<file path="src/rtl/sensor_if_pkg.sv">
`default_nettype none
// ============================================================================
// sensor_if_pkg : FSM states, pattern codes and counter widths shared by the
//                 sensor stream generator.   Revision: 1.0
// ============================================================================
package sensor_if_pkg;

  typedef enum logic [2:0] {
    IDLE   = 3'd0,
    VSYNC  = 3'd1,
    VBACK  = 3'd2,
    ACTIVE = 3'd3,
    VFRONT = 3'd4
  } state_t;

  localparam logic [1:0] PAT_XRAMP = 2'd0;
  localparam logic [1:0] PAT_YRAMP = 2'd1;
  localparam logic [1:0] PAT_CHECK = 2'd2;
  localparam logic [1:0] PAT_FCNT  = 2'd3;

  localparam int HCNT_W = 12;
  localparam int VCNT_W = 11;

endpackage
`default_nettype wire

</file>
<file path="src/rtl/sensor_pattern_src.sv">
`default_nettype none
// ============================================================================
// sensor_pattern_src : combinational test-pattern pixel generator; the parent
//                      registers the result.   Revision: 1.0
// ============================================================================
module sensor_pattern_src
  import sensor_if_pkg::*;
(
  input  logic [1:0] pattern,
  input  logic [7:0] h_cnt,
  input  logic [7:0] y_cnt,
  input  logic [7:0] frame_cnt,
  output logic [7:0] pixel
);

  always_comb begin
    pixel = 8'h00;
    case (pattern)
      PAT_XRAMP: pixel = h_cnt;
      PAT_YRAMP: pixel = y_cnt;
      PAT_CHECK: pixel = (h_cnt[3] ^ y_cnt[3]) ? 8'hFF : 8'h00;
      PAT_FCNT:  pixel = frame_cnt;
      default:   pixel = 8'h00;
    endcase
  end

endmodule
`default_nettype wire

</file>
<file path="src/rtl/sensor_stream_gen.sv">
`default_nettype none
// ============================================================================
// sensor_stream_gen : CMOS-sensor style vsync/href/data transmitter with frame
//                     timing and synthetic test patterns.   Revision: 1.0
// ============================================================================
module sensor_stream_gen
  import sensor_if_pkg::*;
#(
  parameter int H_ACTIVE = 640,
  parameter int H_BLANK  = 160,
  parameter int V_SYNC   = 3,
  parameter int V_BACK   = 17,
  parameter int V_ACTIVE = 480,
  parameter int V_FRONT  = 10
) (
  input  logic       clk,
  input  logic       rst_n,
  input  logic       enable,
  input  logic [1:0] pattern_sel,
  output logic       image_out_vsync,
  output logic       image_out_href,
  output logic [7:0] image_out_data,
  output logic       frame_done
);

  localparam int H_TOTAL = H_ACTIVE + H_BLANK;

  localparam logic [HCNT_W-1:0] c_h_last  = HCNT_W'(H_TOTAL - 1);
  localparam logic [HCNT_W-1:0] c_h_act   = HCNT_W'(H_ACTIVE);
  localparam logic [VCNT_W-1:0] c_vs_last = VCNT_W'(V_SYNC - 1);
  localparam logic [VCNT_W-1:0] c_vb_last = VCNT_W'(V_BACK - 1);
  localparam logic [VCNT_W-1:0] c_va_last = VCNT_W'(V_ACTIVE - 1);
  localparam logic [VCNT_W-1:0] c_vf_last = VCNT_W'(V_FRONT - 1);

  // Zero-length back/front porches are bypassed rather than given a state.
  localparam state_t c_after_vsync = (V_BACK == 0) ? ACTIVE : VBACK;
  localparam logic   c_skip_front  = (V_FRONT == 0);

  state_t              r_state;
  state_t              w_state_nxt;
  state_t              w_wrap_state;
  logic [HCNT_W-1:0]   r_h_cnt;
  logic [HCNT_W-1:0]   w_h_nxt;
  logic [VCNT_W-1:0]   r_v_cnt;
  logic [VCNT_W-1:0]   w_v_nxt;
  logic [VCNT_W-1:0]   r_y_cnt;
  logic [VCNT_W-1:0]   w_y_nxt;
  logic [1:0]          r_pat;
  logic [1:0]          w_pat_nxt;
  logic [7:0]          r_frame_cnt;
  logic [7:0]          w_pixel;
  logic                w_line_end;
  logic                w_href;
  logic                w_frame_end;

  assign w_line_end   = (r_h_cnt == c_h_last);
  assign w_wrap_state = enable ? VSYNC : IDLE;

  always_ff @(posedge clk or negedge rst_n) begin
    if (!rst_n) begin
      r_state <= IDLE;
      r_h_cnt <= '0;
      r_v_cnt <= '0;
      r_y_cnt <= '0;
      r_pat   <= PAT_XRAMP;
    end else begin
      r_state <= w_state_nxt;
      r_h_cnt <= w_h_nxt;
      r_v_cnt <= w_v_nxt;
      r_y_cnt <= w_y_nxt;
      r_pat   <= w_pat_nxt;
    end
  end

  // enable is only consulted in IDLE and at the last line of a frame.
  always_comb begin
    w_state_nxt = r_state;
    case (r_state)
      IDLE: begin
        if (enable) w_state_nxt = VSYNC;
      end
      VSYNC: begin
        if (w_line_end && (r_v_cnt == c_vs_last)) w_state_nxt = c_after_vsync;
      end
      VBACK: begin
        if (w_line_end && (r_v_cnt == c_vb_last)) w_state_nxt = ACTIVE;
      end
      ACTIVE: begin
        if (w_line_end && (r_v_cnt == c_va_last))
          w_state_nxt = c_skip_front ? w_wrap_state : VFRONT;
      end
      VFRONT: begin
        if (w_line_end && (r_v_cnt == c_vf_last)) w_state_nxt = w_wrap_state;
      end
      default: w_state_nxt = IDLE;
    endcase
  end

  always_comb begin
    w_h_nxt   = '0;
    w_v_nxt   = r_v_cnt;
    w_y_nxt   = r_y_cnt;
    w_pat_nxt = r_pat;

    if (r_state != IDLE)
      w_h_nxt = w_line_end ? '0 : r_h_cnt + 1'b1;

    if (w_state_nxt != r_state)
      w_v_nxt = '0;
    else if (w_line_end && (r_state != IDLE))
      w_v_nxt = r_v_cnt + 1'b1;

    if (w_state_nxt != ACTIVE)
      w_y_nxt = '0;
    else if ((r_state == ACTIVE) && w_line_end)
      w_y_nxt = r_y_cnt + 1'b1;

    // The pattern is frozen for the whole frame from VSYNC entry on.
    if ((w_state_nxt == VSYNC) && (r_state != VSYNC))
      w_pat_nxt = pattern_sel;
  end

  assign w_href      = (r_state == ACTIVE) && (r_h_cnt < c_h_act);
  // h_cnt == H_ACTIVE on the last line is the cycle right after the last pixel.
  assign w_frame_end = (r_state == ACTIVE) && (r_y_cnt == c_va_last) &&
                       (r_h_cnt == c_h_act);

  sensor_pattern_src u_pattern (
    .pattern   (r_pat),
    .h_cnt     (r_h_cnt[7:0]),
    .y_cnt     (r_y_cnt[7:0]),
    .frame_cnt (r_frame_cnt),
    .pixel     (w_pixel)
  );

  always_ff @(posedge clk or negedge rst_n) begin
    if (!rst_n) begin
      image_out_vsync <= 1'b1;
      image_out_href  <= 1'b0;
      image_out_data  <= 8'h00;
      frame_done      <= 1'b0;
      r_frame_cnt     <= 8'h00;
    end else begin
      image_out_vsync <= (r_state != VSYNC);
      image_out_href  <= w_href;
      image_out_data  <= w_href ? w_pixel : 8'h00;
      frame_done      <= w_frame_end;
      if (w_frame_end) r_frame_cnt <= r_frame_cnt + 8'd1;
    end
  end

endmodule
`default_nettype wire

</file>
<file path="config.mk">
export PLATFORM = sky130hd
export DESIGN_NAME = sensor_stream_gen
export DESIGN_NICKNAME = d
export VERILOG_FILES = /design/src/rtl/sensor_if_pkg.sv /design/src/rtl/sensor_pattern_src.sv /design/src/rtl/sensor_stream_gen.sv
export SDC_FILE = /design/constraint.sdc
export NUM_CORES = 1
export LEC_CHECK = 0
export ABC_AREA = 1
export CAP_MARGIN = 15
export CORE_MARGIN = 1
export CORE_UTILIZATION = 50
export DETAILED_ROUTE_END_ITERATION = 6
export PLACE_DENSITY = 0.68
export SYNTH_ARGS = -nofsm -noshare
export SYNTH_HDL_FRONTEND = slang
export SYNTH_SLANG_ARGS = --single-unit
</file>
<file path="constraint.sdc">
create_clock -name clk -period 2.4 [get_ports clk]
set_input_delay 0.48 -clock clk [delete_from_list [all_inputs] [get_ports clk]]
set_output_delay 0.48 -clock clk [all_outputs]
set_load 0.02 [all_outputs]
</file>
## Word level (Yosys, flattened, before mapping)

Cells that the tools add are included.

- Register bits after elaboration: 58
- Latch bits: 0
- Bits in writable memories: 0
- Memory bits (read-only): 0
- Bits of input ports: 5
- Output and inout port bits: 11
- Logic and storage cells: 65
- Memories kept: 0

- Add/subtract/negate cells: 4
- Multipliers: 0
- Divide/modulo/power cells: 0
- $lt $le $gt $ge: 1
- Equal/unequal tests: 18
- Shift operators: 0
- Muxes and demuxes: 16
- Bitwise gates (word level): 1
- Reduce and logical (&&, ||, !) cells: 15

Operators by type and width:

| operator | count |
|---|---|
| $mux 11 | 4 |
| $pmux 8 s4 | 1 |
| $eq 12x10->1 const B | 2 |
| $mux 12 | 2 |
| $add 11x1->11 const B | 2 |
| $eq 11x9->1 const B | 2 |
| $mux 8 | 2 |
| $mux 3 | 5 |
| $pmux 3 s5 | 1 |
| $add 12x1->12 const B | 1 |
| $lt 12x10->1 const B | 1 |
| $eq 11x2->1 const B | 1 |
| $eq 11x4->1 const B | 1 |
| $eq 11x5->1 const B | 1 |
| $logic_and 1x1->1 | 10 |
| $add 8x1->8 const B | 1 |
| $eq 3x1->1 const B | 2 |
| $eq 3x2->1 const B | 2 |
| $eq 2x2->1 const B | 2 |
| $reduce_bool 2->1 | 2 |
| $eq 3x3->1 const B | 1 |
| $logic_not 3->1 | 1 |
| $ne 3x1->1 const B | 1 |
| $ne 3x2->1 const B | 1 |
| other kinds (6) | 6 |

## Longest topological paths before layout

Gate-level depths: netlist of the first run.

- Word-level depth: 6
- Mapped depth: 15
- Depth with buffers taken out: 14

## Cells and area by module

Synthesis of the first run repeated with hierarchy kept, for this count alone.

- Cell total of the unflattened synthesis: 463
- Area total of the unflattened synthesis: 3462.1 µm²

Modules (own cells, without submodules):

| module | times used | cells an instance | area each (µm²) | sequential area each (µm²) |
|---|---|---|---|---|
| sensor_stream_gen | 1 | 404 | 3161.8 | 1452.6 |
| sensor_pattern_src | 1 | 59 | 300.3 | 0.0 |

## Worst setup path before layout of the first run

No wires, ideal clock.

- Kind: reg2reg
- From: reg r_h_cnt[0]
- To: reg r_v_cnt[3]
- Setup time: 0.120 ns
- Data arrival time: 1.595 ns
- Data required time: 2.280 ns
- Path slack: 0.685 ns
- Stages on the path, launching flop included: 14
- Buffers on the path: 1
- Clock period less this slack: 1.715 ns
- Path through: dfrtp_1 > ha_1 > nand2_1 > nor2_4 > nand3_4 > nor2_4 > nor2_2 > nor2_4 > nand2_4 > nand2_2 > nand2_2 > nand2_2 > buf_6 > nor2_2

- Word-level cells in the longest chain between the ends: 6
- Elaborated cells on any way between the ends: 14
- Classes of those cells: eq/ne: 2; mux: 6; reduce/logical: 6

Ends and longest elaborated chain:

| what | line | RTL |
|---|---|---|
| from (decl) | sensor_stream_gen.sv:42 | `logic [HCNT_W-1:0] r_h_cnt;` |
| from (signal assigned) | sensor_stream_gen.sv:68 | `r_h_cnt <= w_h_nxt;` |
| $eq 12x10->1 * | sensor_stream_gen.sv:56 | `assign w_line_end = (r_h_cnt == c_h_last);` |
| $logic_and 1x1->1, on equally long branches | -- |  |
| $mux 3, on equally long branches | -- |  |
| $pmux 3 s5 * | sensor_stream_gen.sv:78 | `case (r_state)` |
| net w_state_nxt[0] | sensor_stream_gen.sv:40 | `state_t w_state_nxt;` |
| $ne 3x3->1 * | sensor_stream_gen.sv:108 | `if (w_state_nxt != r_state)` |
| $mux 11 / $reduce_bool 2->1 (equally long branches) | -- |  |
| to (signal assigned) | sensor_stream_gen.sv:69 | `r_v_cnt <= w_v_nxt;` |
| to (decl) | sensor_stream_gen.sv:44 | `logic [VCNT_W-1:0] r_v_cnt;` |

Mark *: on every way through the listed nets, which the timed path passes. The rest lies on a longest branch.
A chain may end at the register's enable or synchronous reset.

## Worst setup path in the final report of the first run

- From: reg r_y_cnt[1]
- To: reg r_frame_cnt[7]

- Word-level cells in the longest chain between the ends: 3

Ends and longest elaborated chain:

| what | line | RTL |
|---|---|---|
| from (decl) | sensor_stream_gen.sv:46 | `logic [VCNT_W-1:0] r_y_cnt;` |
| from (signal assigned) | sensor_stream_gen.sv:70 | `r_y_cnt <= w_y_nxt;` |
| $eq 11x9->1 | sensor_stream_gen.sv:125 | `assign w_frame_end = (r_state == ACTIVE) && (r_y_cnt == c_va_last) &&` |
| $logic_and 1x1->1 (2 in series) | sensor_stream_gen.sv:125 |  |
| to (signal assigned) | sensor_stream_gen.sv:148 | `if (w_frame_end) r_frame_cnt <= r_frame_cnt + 8'd1;` |
| to (decl) | sensor_stream_gen.sv:50 | `logic [7:0] r_frame_cnt;` |

Every way passes these cells.

==> impl_metrics.toml, run 1 <==
[grt]
grt_pass1_wl_um = 11300
overflow = 0
grt_max_degree = 59
grt.total_usage_pct = 22.67
grt_pass1_vias = 2476
antenna_found_initial = 0

[placement]
io_buffers = 15
postPlaceCellArea_sq_um = 3497
gp_congestion = 0.8615
dp_hpwl_um = 4805
place_inst = 480

[routing]
wl_um = 6571
via_count = 2593
antenna_left = 0
vias_per_cell = 5.228
firstDrtPassIters = 4
drc = 0
wire_per_inst_um = 13.25
drtIter0Drc = 118

[synth]
synth_warnings = 0
ys_ff_latch = 58
syn_area_per_cell_sq_um = 8.325
synth_edf_count = 0
syn-cell-area_sq_um = 3247
synth_cell_types = 34
yosysSeqAreaShare_pct = 44.74
synthArstFlopShare_pct = 100.0
syn_inst = 390
synth_ff_type = "dfrtp_1"
synthesis.nets = 403

[final_layout]
nNetsFinal = 429
design_area_sq_um = 3662
drive_above_1_share_pct = 13.54
diodes = 0
final_cell_mix = "70 x nand2_1, 57 x dfrtp_1, 55 x nor2_1, 49 x inv_1, 24 x xor2_1"
layout_commonest_cell = "nand2_1"
area_growth_pct = 12.79
stdcell_count = 496

[clock_network]
clockRootBuffer = "clkbuf_8"
clkTransAtPathRegs_ns = 0.07
htree_levels = 3
cts_tree = "yes"
cts_resized = 0
cts_buffer_depth = 2
cts_hold_repair.buffers = 0
cts_setup_buffers = 0
numCtsBuffers = 9
worstSkewPairLatency_ns = 0.35
clock_sinks = 58

[timing]
finalMaxSlewViolations = 0
tightest_slew_ns = 0.6681
setup_tns_ns = 0
relSlewSlack_pct = 55.05
rsz0062_at_grt = "no"
hold_violations = 0
hold_ws_ns = 0.1251
clock_skew_ns = 0.009359
finalSetupViolations = 0
max_freq_mhz = 500.7
fin_crit_ns = 1.997
fin_crit_sh_pct = 83.22

[critical_path]
cp.required_ns = 2.63
rr_worst_depth = 8
worst_setup_path_end_kind = "flip-flop"
crit_path_start_kind = "flip-flop"
arrival_ns = 2.23
path_class = "reg2reg"
reg2reg_slack_ns = 0.40
worstPathMaxFanout = 6
startpoint = "r_y_cnt[1]"
r2r-end = "r_frame_cnt[7]"
crit_end = "r_frame_cnt[7]"
regToRegStartpoint = "r_y_cnt[1]"

[power]
p_sw_mw = 0.4002
power.total_mw = 1.789
pwr-share-comb_pct = 1.5
cellLeakagePower_nw = 1.658
p_sw_share_pct = 22.37
internal_power_mw = 1.389
peakVddDrop_uv = 351.8
clockPowerShare_pct = 43.8
powerDensity_nw_per_um2 = 488.4
seq_power_share_pct = 54.7

[floorplan]
core_sq_um = 6096
rows = 28
die_w_um = 82.59
dieArea_sq_um = 6820
io_pins = 16
die_h_um = 82.59
start_util_pct = 53.26

[min_path]
hold_path.class = "in2async"

[status]
status = "completed"

[flow_run]
cap_viol_max_count = 0
[through the flow]
step           setup WS (ns)  utilization (%)
2_1_floorplan         0.6850                -
3_3_place_gp          0.4877            57.37
3_5_place_dp          0.3991            57.37
4_1_cts               0.3969            60.08
5_1_grt               0.1860            60.08
6_report              0.4027            60.08
[worst min path at each step]
stage,end,depth (start not counted),slack [ns]
3_5_place_dp,r_h_cnt[0],1,0.47
4_1_cts,r_v_cnt[5],2,0.13
5_1_grt,r_h_cnt[10],2,0.16
2_1_floorplan,frame_done,0,0.18
3_3_place_gp,r_h_cnt[0],1,0.47
6_report,r_v_cnt[7],2,0.13
[synthesized netlist by cell type, types with 2 or more instances]
master    count  share of area, %
a31oi_1       5              0.96
nor2_1       55               6.4
nor4_1        2              0.39
nor2_4        8               2.8
xnor2_1       2              0.54
nand4_1      15               2.9
nor3_1        9               1.4
a21oi_1       7               1.1
ha_1          8               3.1
nand2_1      70               8.1
nor3b_1       4              0.92
nor3_2        2              0.62
inv_1        49               5.7
inv_2         5              0.58
o21ai_0      10               1.5
a221oi_1      8               2.2
nor2_2       15               2.9
nand2_2       6               1.2
dfrtp_1      57                44
nand3_1      16               2.5
xor2_1       24               6.5
[layer usage]
layer  track usage, %  wire length, um  share of wire (%)  vias up
met3            5.824              355                5.4       14
met5                0                0                  0        -
met1            29.49             3089                 47     1219
met2            35.79             2999                 46       49
li1                 -                -                  -     1311
met4            9.483              127                1.9        0
[worst max-delay path, cell delays in order (launching register included)]
cell and delay [ns]:
dfrtp_1 0.42, ha_1 0.20, nand3_1 0.12, nor4_1 0.39, nand2_1 0.26, nor2_1 0.28, nand3_1 0.10, nand2_1 0.07
nand2_1 0.05
[sequential cells by signal, summed over array words and instances (netlist names)]
signal	count
r_h_cnt	12
r_state	3
image_out_data	8
r_pat	2
image_out_vsync	1
r_v_cnt	11
r_frame_cnt	8
frame_done	1
r_y_cnt	11
image_out_href	1
[layout make-up]
class | count | area, sq um
Clock buffer | 14 | 152.6
Clock inverter | 2 | 12.51
Fill cell | 559 | 2434
Inverter | 54 | 202.7
Multi-Input combinational cell | 275 | 1568
Sequential cell | 58 | 1453
Tap cell | 75 | 93.84
Timing Repair Buffer | 18 | 180.2
[power groups by stage]
stage / Clock, mW / Combinational [mW] / Sequential, mW
CTS: 0.806 / 0.0296 / 0.978
global route: 0.840 / 0.0329 / 0.977
finish: 0.783 / 0.0276 / 0.978
global placement: 0 / 0.0297 / 0.996
detailed placement: 0 / 0.0299 / 0.996
[logic make-up after synthesis]
kind of cell	Yosys count	synth area share, %
buffers and inverters	57	6.975
AO/OA/AOI/OAI	35	6.860
flip-flops	58	44.74
AND/OR/NAND/NOR	206	31.33
adder cells (fa/ha/maj)	8	3.083
XOR/XNOR	26	7.014
Note: power is estimated with default switching activity, not from simulation.
==> inputs of run 2 (changes only) <==
==> constraint.sdc (replaced) <==
create_clock -name clk -period 1.9 [get_ports clk]
set_input_delay 0.38 -clock clk [delete_from_list [all_inputs] [get_ports clk]]
set_output_delay 0.38 -clock clk [all_outputs]
set_load 0.02 [all_outputs]
==> impl_metrics.toml, run 2 (same netlist as run 1, synthesis figures left out) <==
[clock_network]
clock_sinks = 58
cts_buffer_depth = 2
numCtsBuffers = 9
clkTransAtPathRegs_ns = 0.07
clockRootBuffer = "clkbuf_8"
cts_hold_repair.buffers = 0
worstSkewPairLatency_ns = 0.34
htree_levels = 3
cts_tree = "yes"

[power]
peakVddDrop_uv = 575.2
powerDensity_nw_per_um2 = 670.0
cellLeakagePower_nw = 1.850
power.total_mw = 2.676

[grt]
grt_pass1_vias = 2587
grt_pass1_wl_um = 11670
antenna_found_initial = 0
grt_max_degree = 59
grt.total_usage_pct = 23.03
overflow = 0

[routing]
wire_per_inst_um = 13.15
wl_um = 6904
antenna_left = 0
via_count = 2731
drc = 0
firstDrtPassIters = 4
drtIter0Drc = 156
vias_per_cell = 5.202

[final_layout]
area_growth_pct = 23.01
final_cell_mix = "69 x nand2_1, 57 x dfrtp_1, 54 x nor2_1, 46 x inv_1, 30 x buf_4"
largest_reg_flops = 12
diodes = 0
reg_top3 = "r_h_cnt: 12 flops, r_v_cnt: 11 flops, r_y_cnt: 11 flops"
regMostFlops = "r_h_cnt"
nNetsFinal = 458
nFillCells = 507
stdcell_count = 525
drive_above_1_share_pct = 21.56
layout_commonest_cell = "nand2_1"
postLayoutCoreUtil_pct = 65.52

[placement]
io_buffers = 15
place_inst = 503
dp_hpwl_um = 4943
gp_congestion = 0.8555

[timing]
finalSetupViolations = 0
hold_ws_ns = 0.02433
fin_crit_sh_pct = 96.92
max_freq_mhz = 543.0
finalMaxSlewViolations = 0
relSlewSlack_pct = 63.07
rsz0062_at_grt = "yes"
hold_violations = 0
clock_skew_ns = 0.008277
fin_crit_ns = 1.842
tightest_slew_ns = 0.5515

[status]
status = "completed"

[critical_path]
cpMostUsedCell = "nor2_4"
worst-path-buf-inv = 1
cp.required_ns = 2.12
worst_setup_path_end_kind = "flip-flop"
arrival_ns = 2.07
crit_path_top_delay_cell = "dfrtp_1"
crit_path_start_kind = "flip-flop"
path_delay_family = "simple AND/OR/NAND/NOR gates"
r2r-end = "r_v_cnt[0]"
cp_cell_sequence = "ha_1 -> nand2_1 -> nor2_4 -> nand3_4 -> nor2_4 -> nor2_2 -> nor2_4 -> nand2_4 -> nand2_2 -> nand2_2 -> nand2_4 -> buf_12 -> nor2_1"
path_class = "reg2reg"
reg2reg_slack_ns = 0.06
startpoint = "r_h_cnt[0]"
regToRegStartpoint = "r_h_cnt[0]"
rr_worst_depth = 13
worstPathMaxFanout = 8
cpPeakStageDelay_ns = 0.35

[floorplan]
io_pins = 16
die_h_um = 82.59
dieArea_sq_um = 6820
core_sq_um = 6096
start_util_pct = 53.26
die_w_um = 82.59
rows = 28

[flow_run]
cap_viol_max_count = 0

[min_path]
hold_path.class = "in2async"
==> run 2: repair_timing <==
| item | in CTS | in global routing |
|---|---|---|
| setup endpoints to repair | 8 | 27 |
| pin swaps | 0 | 1 |
| gates resized for setup | 1 | 9 |
| buffers inserted | 0 | 6 |
==> run 2: per-layer routing <==
metal / GRT usage [%] / up-vias / part of all wire, %
met2: 35.79 / 72 / 45
li1: - / 1372 / -
met3: 5.385 / 10 / 4.4
met5: 0 / - / 0
met4: 7.414 / 0 / 1.8
met1: 31.63 / 1277 / 48
==> run 2: area by class of cell <==
type                    count  area (sq um)  share of cell area [%]
multi-input cells         275          1594                   39.91
flip-flops and latches     58          1453                   36.37
well taps                  75         93.84                   2.350
clock inverters             7         116.4                   2.914
inverters                  54         202.7                   5.075
clock buffers               9         123.9                   3.102
repair buffers             47         410.4                   10.28
==> run 2: worst max-delay path by stage <==
stage | slack, ns | to | cells past startpoint
floorplan | 0.19 | r_v_cnt[8] | 13
finish | 0.06 | r_v_cnt[0] | 13
CTS | 0.005 | r_v_cnt[0] | 14
global route | -0.07 | r_frame_cnt[4] | 9
detailed placement | -0.02 | r_y_cnt[10] | 10
global placement | 0.05 | r_y_cnt[10] | 10
==> run 2: where the power goes <==
group | leakage (nW) | switching [mW] | internal (mW)
Combinational | 0.943 | 0.0248 | 0.0104
Clock | 0.120 | 0.536 | 0.871
Sequential | 0.787 | 0 | 1.23
Total | 1.85 | 0.561 | 2.12
==> run 2: stage by stage <==
step / cell area [sq um] / worst slack, ns / setup TNS (ns)
detailed placement: 3682 / -0.02173 / -0.03817
finish: 3994 / 0.05844 / 0
CTS: 3925 / 0.004818 / 0
global placement: 3682 / 0.05493 / 0
global route: 3994 / -0.06877 / -0.5792
floorplan: 3247 / 0.1850 / 0
==> run 2: worst register-to-register path, delay by kind of cell, from the launching register on <==
kind                       cells  cell delay (ns)
and+or+nand+nor               11             1.07
DFF                            1             0.35
adders and majority gates      1             0.17
buffers and inverters          1             0.13
